--- src/rtl/nfa_report_pkg.sv ---
// Shared constants and helpers for the NFA report buffer: entry layout
// (report vector in the low bits, symbol offset above it) and width helpers.
package nfa_report_pkg;

  localparam int NUM_REPORTS_DEF = 8;
  localparam int DEPTH_DEF       = 16;
  localparam int OFFSET_W_DEF    = 32;
  localparam int DROP_W_DEF      = 16;

  // Report vector occupies the least significant bits of an entry.
  localparam int VEC_LSB = 0;

  // Total entry width: offset tag plus report vector.
  function automatic int entry_w(input int off_w, input int nrep);
    return off_w + nrep;
  endfunction

  // The offset tag sits directly above the report vector.
  function automatic int off_lsb(input int nrep);
    return VEC_LSB + nrep;
  endfunction

  localparam int ENTRY_W = entry_w(OFFSET_W_DEF, NUM_REPORTS_DEF);

  // Ceiling log2, used for pointer and occupancy widths.
  function automatic int clog2(input int n);
    int r;
    r = 0;
    while ((1 << r) < n) r++;
    return r;
  endfunction

endpackage

--- src/rtl/nfa_report_fifo.sv ---
// First-word-fall-through FIFO. The head entry is always visible on rdata;
// a push and a pop may share a cycle even when the FIFO is full.
module nfa_report_fifo
  import nfa_report_pkg::*;
#(
  parameter int WIDTH = ENTRY_W,
  parameter int DEPTH = DEPTH_DEF
) (
  input  logic             clk,
  input  logic             reset,
  input  logic             push,
  input  logic             pop,
  input  logic [WIDTH-1:0] wdata,
  output logic [WIDTH-1:0] rdata,
  output logic             full,
  output logic             empty
);

  localparam int PTR_W = clog2(DEPTH);
  localparam int CNT_W = PTR_W + 1;

  logic [WIDTH-1:0] mem [DEPTH];
  logic [PTR_W-1:0] wr_ptr;
  logic [PTR_W-1:0] rd_ptr;
  logic [CNT_W-1:0] count;
  logic             do_push;
  logic             do_pop;

  assign full    = (count == CNT_W'(DEPTH));
  assign empty   = (count == '0);
  assign do_pop  = pop & ~empty;
  assign do_push = push & (~full | do_pop);
  assign rdata   = mem[rd_ptr];

  // Storage write; contents are only meaningful between the pointers.
  // NOTE: the memory array has no reset -- stale words are never observed
  // because occupancy is reset, and leaving it out keeps it mappable to RAM.
  always_ff @(posedge clk) begin
    if (do_push) mem[wr_ptr] <= wdata;
  end

  // Pointer and occupancy bookkeeping; pointers wrap since DEPTH is 2^n.
  // NOTE: sequential state uses non-blocking assignments so every register
  // samples pre-edge values regardless of statement order.
  always_ff @(posedge clk or posedge reset) begin
    if (reset) begin
      wr_ptr <= '0;
      rd_ptr <= '0;
      count  <= '0;
    end else begin
      if (do_push) wr_ptr <= wr_ptr + 1'b1;
      if (do_pop)  rd_ptr <= rd_ptr + 1'b1;
      case ({do_push, do_pop})
        2'b10:   count <= count + 1'b1;
        2'b01:   count <= count - 1'b1;
        default: ;
      endcase
    end
  end

endmodule

--- src/rtl/nfa_report_buffer.sv ---
// Report buffer behind the STE array: tags each reporting symbol with its
// offset in the current stream, queues it, and counts reports lost to a
// full queue. Outputs depend only on registered state.
module nfa_report_buffer
  import nfa_report_pkg::*;
#(
  parameter int NUM_REPORTS = NUM_REPORTS_DEF,
  parameter int DEPTH       = DEPTH_DEF,
  parameter int OFFSET_W    = OFFSET_W_DEF,
  parameter int DROP_W      = DROP_W_DEF
) (
  input  logic                   clk,
  input  logic                   reset,
  input  logic                   run,
  input  logic                   start_of_data,
  input  logic [NUM_REPORTS-1:0] report_states,
  output logic                   out_valid,
  input  logic                   out_ready,
  output logic [OFFSET_W-1:0]    out_offset,
  output logic [NUM_REPORTS-1:0] out_vector,
  output logic                   overflow,
  output logic [DROP_W-1:0]      dropped_count
);

  localparam int EW      = entry_w(OFFSET_W, NUM_REPORTS);
  localparam int OFF_LSB = off_lsb(NUM_REPORTS);

  logic [OFFSET_W-1:0] cnt;
  logic [OFFSET_W-1:0] tag;
  logic                push;
  logic                pop;
  logic                drop;
  logic                full;
  logic                empty;
  logic [EW-1:0]       wentry;
  logic [EW-1:0]       head;

  // Tag selection, push/pop/drop decisions and entry packing.
  // NOTE: every combinational output gets a default first so no path can
  // leave it unassigned and infer a latch.
  always_comb begin
    tag    = start_of_data ? '0 : cnt;
    push   = run & (|report_states);
    pop    = out_ready & ~empty;
    drop   = push & full & ~pop;
    wentry = '0;
    wentry[OFF_LSB +: OFFSET_W]   = tag;
    wentry[VEC_LSB +: NUM_REPORTS] = report_states;
  end

  // Symbol offset counter; advances only on consumed symbols and wraps.
  always_ff @(posedge clk or posedge reset) begin
    if (reset)    cnt <= '0;
    else if (run) cnt <= tag + 1'b1;
  end

  // Sticky overflow flag and saturating count of dropped reports.
  always_ff @(posedge clk or posedge reset) begin
    if (reset) begin
      overflow      <= 1'b0;
      dropped_count <= '0;
    end else if (drop) begin
      overflow <= 1'b1;
      if (dropped_count != '1) dropped_count <= dropped_count + 1'b1;
    end
  end

  nfa_report_fifo #(
    .WIDTH (EW),
    .DEPTH (DEPTH)
  ) u_fifo (
    .clk   (clk),
    .reset (reset),
    .push  (push),
    .pop   (pop),
    .wdata (wentry),
    .rdata (head),
    .full  (full),
    .empty (empty)
  );

  // Head presentation, masked to zero while nothing is buffered.
  always_comb begin
    out_valid  = ~empty;
    out_offset = empty ? '0 : head[OFF_LSB +: OFFSET_W];
    out_vector = empty ? '0 : head[VEC_LSB +: NUM_REPORTS];
  end

endmodule

--- config.mk ---
export PLATFORM = sky130hd
export DESIGN_NAME = nfa_report_buffer
export DESIGN_NICKNAME = d
export VERILOG_FILES = /design/src/rtl/nfa_report_pkg.sv /design/src/rtl/nfa_report_fifo.sv /design/src/rtl/nfa_report_buffer.sv
export SDC_FILE = /design/constraint.sdc
export NUM_CORES = 1
export LEC_CHECK = 0
export BUFFER_PORTS_ARGS = -buffer_cell sky130_fd_sc_hd__buf_2
export CAP_MARGIN = 30
export CORE_ASPECT_RATIO = 1.5
export CORE_MARGIN = 8
export CORE_UTILIZATION = 49
export DETAILED_ROUTE_END_ITERATION = 6
export GPL_TIMING_DRIVEN = 0
export PLACE_DENSITY_LB_ADDON = 0.2
export SKIP_CTS_REPAIR_TIMING = 1
export SYNTH_ARGS = -nofsm -noshare
export SYNTH_HDL_FRONTEND = slang
export SYNTH_HIERARCHICAL = 1
export SYNTH_SLANG_ARGS = --single-unit
--- constraint.sdc ---
create_clock -name clk -period 6.3 [get_ports clk]
set_input_delay 1.26 -clock clk [delete_from_list [all_inputs] [get_ports clk]]
set_output_delay 1.26 -clock clk [all_outputs]
set_load 0.02 [all_outputs]
==> impl_metrics.env <==
export IMPL_worstSkewPairLatency_ps=580
export IMPL_syn_instance_count=1414
export IMPL_total_power_mw=14.2
export IMPL_ys_seq_area_frac=0.747
export IMPL_cts_root_buf="clkbuf_16"
export IMPL_cp_end_kind="output pin"
export IMPL_reg2reg_from="u_fifo/count[1]"
export IMPL_dpl_hpwl_um=42300
export IMPL_ys_top_cells_by_area="edfxtp_1 (69%), mux4_2 (13%), dfrtp_1 (5.6%)"
export IMPL_holdPathStages=1
export IMPL_postRouteAntennaNets=0
export IMPL_drcViolationCount=0
export IMPL_final_core_util=0.568
export IMPL_cp_required_ps=5040
export IMPL_synthArstFlopShare=0.0883
export IMPL_netlist_area_leader_share=0.691
export IMPL_hold_start="overflow"
export IMPL_gp_congestion=0.812
export IMPL_hold_viol_final=0
export IMPL_hp_class="flop to flop"
export IMPL_firstDrtPassIters=5
export IMPL_grt_max_degree=41
export IMPL_worst_slew_pin_slew_ps=1170
export IMPL_viasPerCell=5.89
export IMPL_drv_cap=0
export IMPL_ff_latch_area_um2=20800
export IMPL_max_slew_margin=0.218
export IMPL_cp_arrival_ps=3560
export IMPL_synth_fp_nets=1438
export IMPL_routedWlPerCell_um=27.1
export IMPL_max_freq_mhz=208
export IMPL_synth_cell_types=61
export IMPL_start_util=0.492
export IMPL_fill_cells=4286
export IMPL_hold_ws_ps=486
export IMPL_ys_ff_latch=702
export IMPL_die_area_um2=64800
export IMPL_io_buffers=69
export IMPL_tns_ps=0
export IMPL_wirelength_um=65600
export IMPL_holdPathEnd="overflow"
export IMPL_finalCriticalPeriod_ps=4820
export IMPL_regToRegSetupSlack_ps=2360
export IMPL_ir_drop_v=0.000264
export IMPL_synth_top_area_cell="edfxtp_1"
export IMPL_overflow=0
export IMPL_synth_main_ff_cell="edfxtp_1"
export IMPL_drtIter0Drc=1117
export IMPL_fin_ws_ps=1480
export IMPL_fin_worst_skew_ps=16.6
export IMPL_rows=107
export IMPL_critPathMaxFanout=10
export IMPL_slew_viol_final=0
export IMPL_crit_type="flop to output pin"
export IMPL_fin_crit_sh=0.765
export IMPL_htreeDepth=3
export IMPL_final_nets=1630
export IMPL_finalSetupViolCount=0
export IMPL_track_usage=0.204
export IMPL_io_pins=71
export IMPL_startpoint_type="flop"
export IMPL_grt_pass1_vias=15036
export IMPL_grt_pass1_wl_um=96300
export IMPL_rsz0062_at_grt="no"
export IMPL_fp_dieH_um=308
export IMPL_avgSynthCellArea_um2=19.7
export IMPL_pre_cts_ws_ps=1840
export IMPL_r2r_end="u_fifo/mem[4][21]"
export IMPL_path_clk_slew_ps=60
export IMPL_cts_made_buffers=66
export IMPL_cts_tree="done"
export IMPL_antenna_found_initial=3
export IMPL_syn_cell_area_um2=27800
export IMPL_dr_total_vias=14244
export IMPL_synth_edf_count=640
export IMPL_cts_buffer_depth=3
export IMPL_die_w_um=210
export IMPL_power_density_nw_per_um2=443
export IMPL_synth_common_cells="edfxtp_1 (640), mux4_2 (160), nand2_1 (97)"
export IMPL_rr_worst_depth=10
export IMPL_status="finished, final reports clean"
export IMPL_leakagePower_nw=10.7
export IMPL_yosysMostFrequentCell="edfxtp_1"
export IMPL_drive_above_1_share=0.265
export IMPL_multiInputGateArea_um2=6770
export IMPL_syn_to_final_growth_pct=15.5
export IMPL_yosysWarnings=6
export IMPL_tritoncts_num_sinks=702
export IMPL_core_area_um2=56500
critical path, stage by stage (launching register included):
cell and delay (ps):
dfrtp_1 430, or4_1 500, buf_2 190, nor2_2 560, clkbuf_1 860, nor2b_1 200
buf_2 230
area by class of cell:
class,instances,area share
clock inverter,32,0.0101
clock buffer,85,0.0559
timing repair buffer,124,0.0355
inverter,12,0.00140
tap,763,0.0297
multi-input combinational,629,0.211
antenna,1,0.0000779
buffer,71,0.00978
sequential,702,0.647
stage by stage:
stage | cell area, um^2 | instances
2_1_floorplan | 27800 | 1414
3_3_place_gp | 29100 | 2246
3_5_place_dp | 29900 | 2292
4_1_cts | 32000 | 2409
5_1_grt | 32100 | 2418
6_report | 32100 | 2419
kinds of logic after synthesis:
group	Yosys count	synth area share
flip-flops	702	0.747
AND/OR/NAND/NOR	296	0.0583
AO/OA/AOI/OAI	109	0.0295
adder cells (fa/ha/maj)	11	0.00522
buffers and inverters	83	0.0129
multiplexers	167	0.132
XOR/XNOR	46	0.0145
report_power, final:
part / internal, mW / switching, mW
logic: 1.88 / 2.74
clock network: 2.24 / 1.67
registers: 5.55 / 0.141
total: 9.66 / 4.55
registers in the layout, summed over array words and instances, names as in the netlist:
| name | flops |
|---|---|
| u_fifo/mem | 640 |
| cnt | 32 |
| dropped_count | 16 |
| u_fifo/count | 5 |
| u_fifo/rd_ptr | 4 |
| u_fifo/wr_ptr | 4 |
| overflow | 1 |
routing by layer:
layer | vias up | routed length [um] | global-route usage | share of wire
li1 | 6101 | - | - | -
met1 | 7538 | 25100 | 0.256 | 0.38
met2 | 483 | 34500 | 0.360 | 0.53
met3 | 120 | 3940 | 0.0289 | 0.060
met4 | 2 | 1990 | 0.0713 | 0.030
met5 | - | 12 | 0 | 0.00018
worst max-delay path by stage:
| stage | end | slack (ps) | depth (start not counted) | start |
|---|---|---|---|---|
| final | out_offset[31] | 1480 | 6 | u_fifo/count[1] |
| after global routing | out_offset[0] | 1460 | 6 | u_fifo/count[1] |
| after CTS | out_offset[31] | 1520 | 6 | u_fifo/count[1] |
| after detailed placement | u_fifo/count[4] | 1840 | 13 | report_states[1] |
| after global placement | u_fifo/mem[4][23] | -3360 | 6 | report_states[3] |
| after floorplan | u_fifo/mem[4][0] | 590 | 6 | run |
cells in the final DEF (no fill, tap or decap), types with 8 or more instances in the layout:
cell       instances
inv_1             11
clkinv_1          11
buf_6             19
ha_1              10
clkbuf_1          51
and3_1            14
mux4_2           160
xor2_1            18
nand3_1           24
clkbuf_16         69
buf_2             94
a22oi_1           80
nor2_4            10
buf_1              8
clkinv_2           9
buf_4             16
nand2_1           97
nor2_1            10
buf_12            11
nor2b_1           75
nand4_1           12
dfrtp_1           62
edfxtp_1         640
xnor2_1           28
buf_16             8
(Power assumes the default switching activity.)
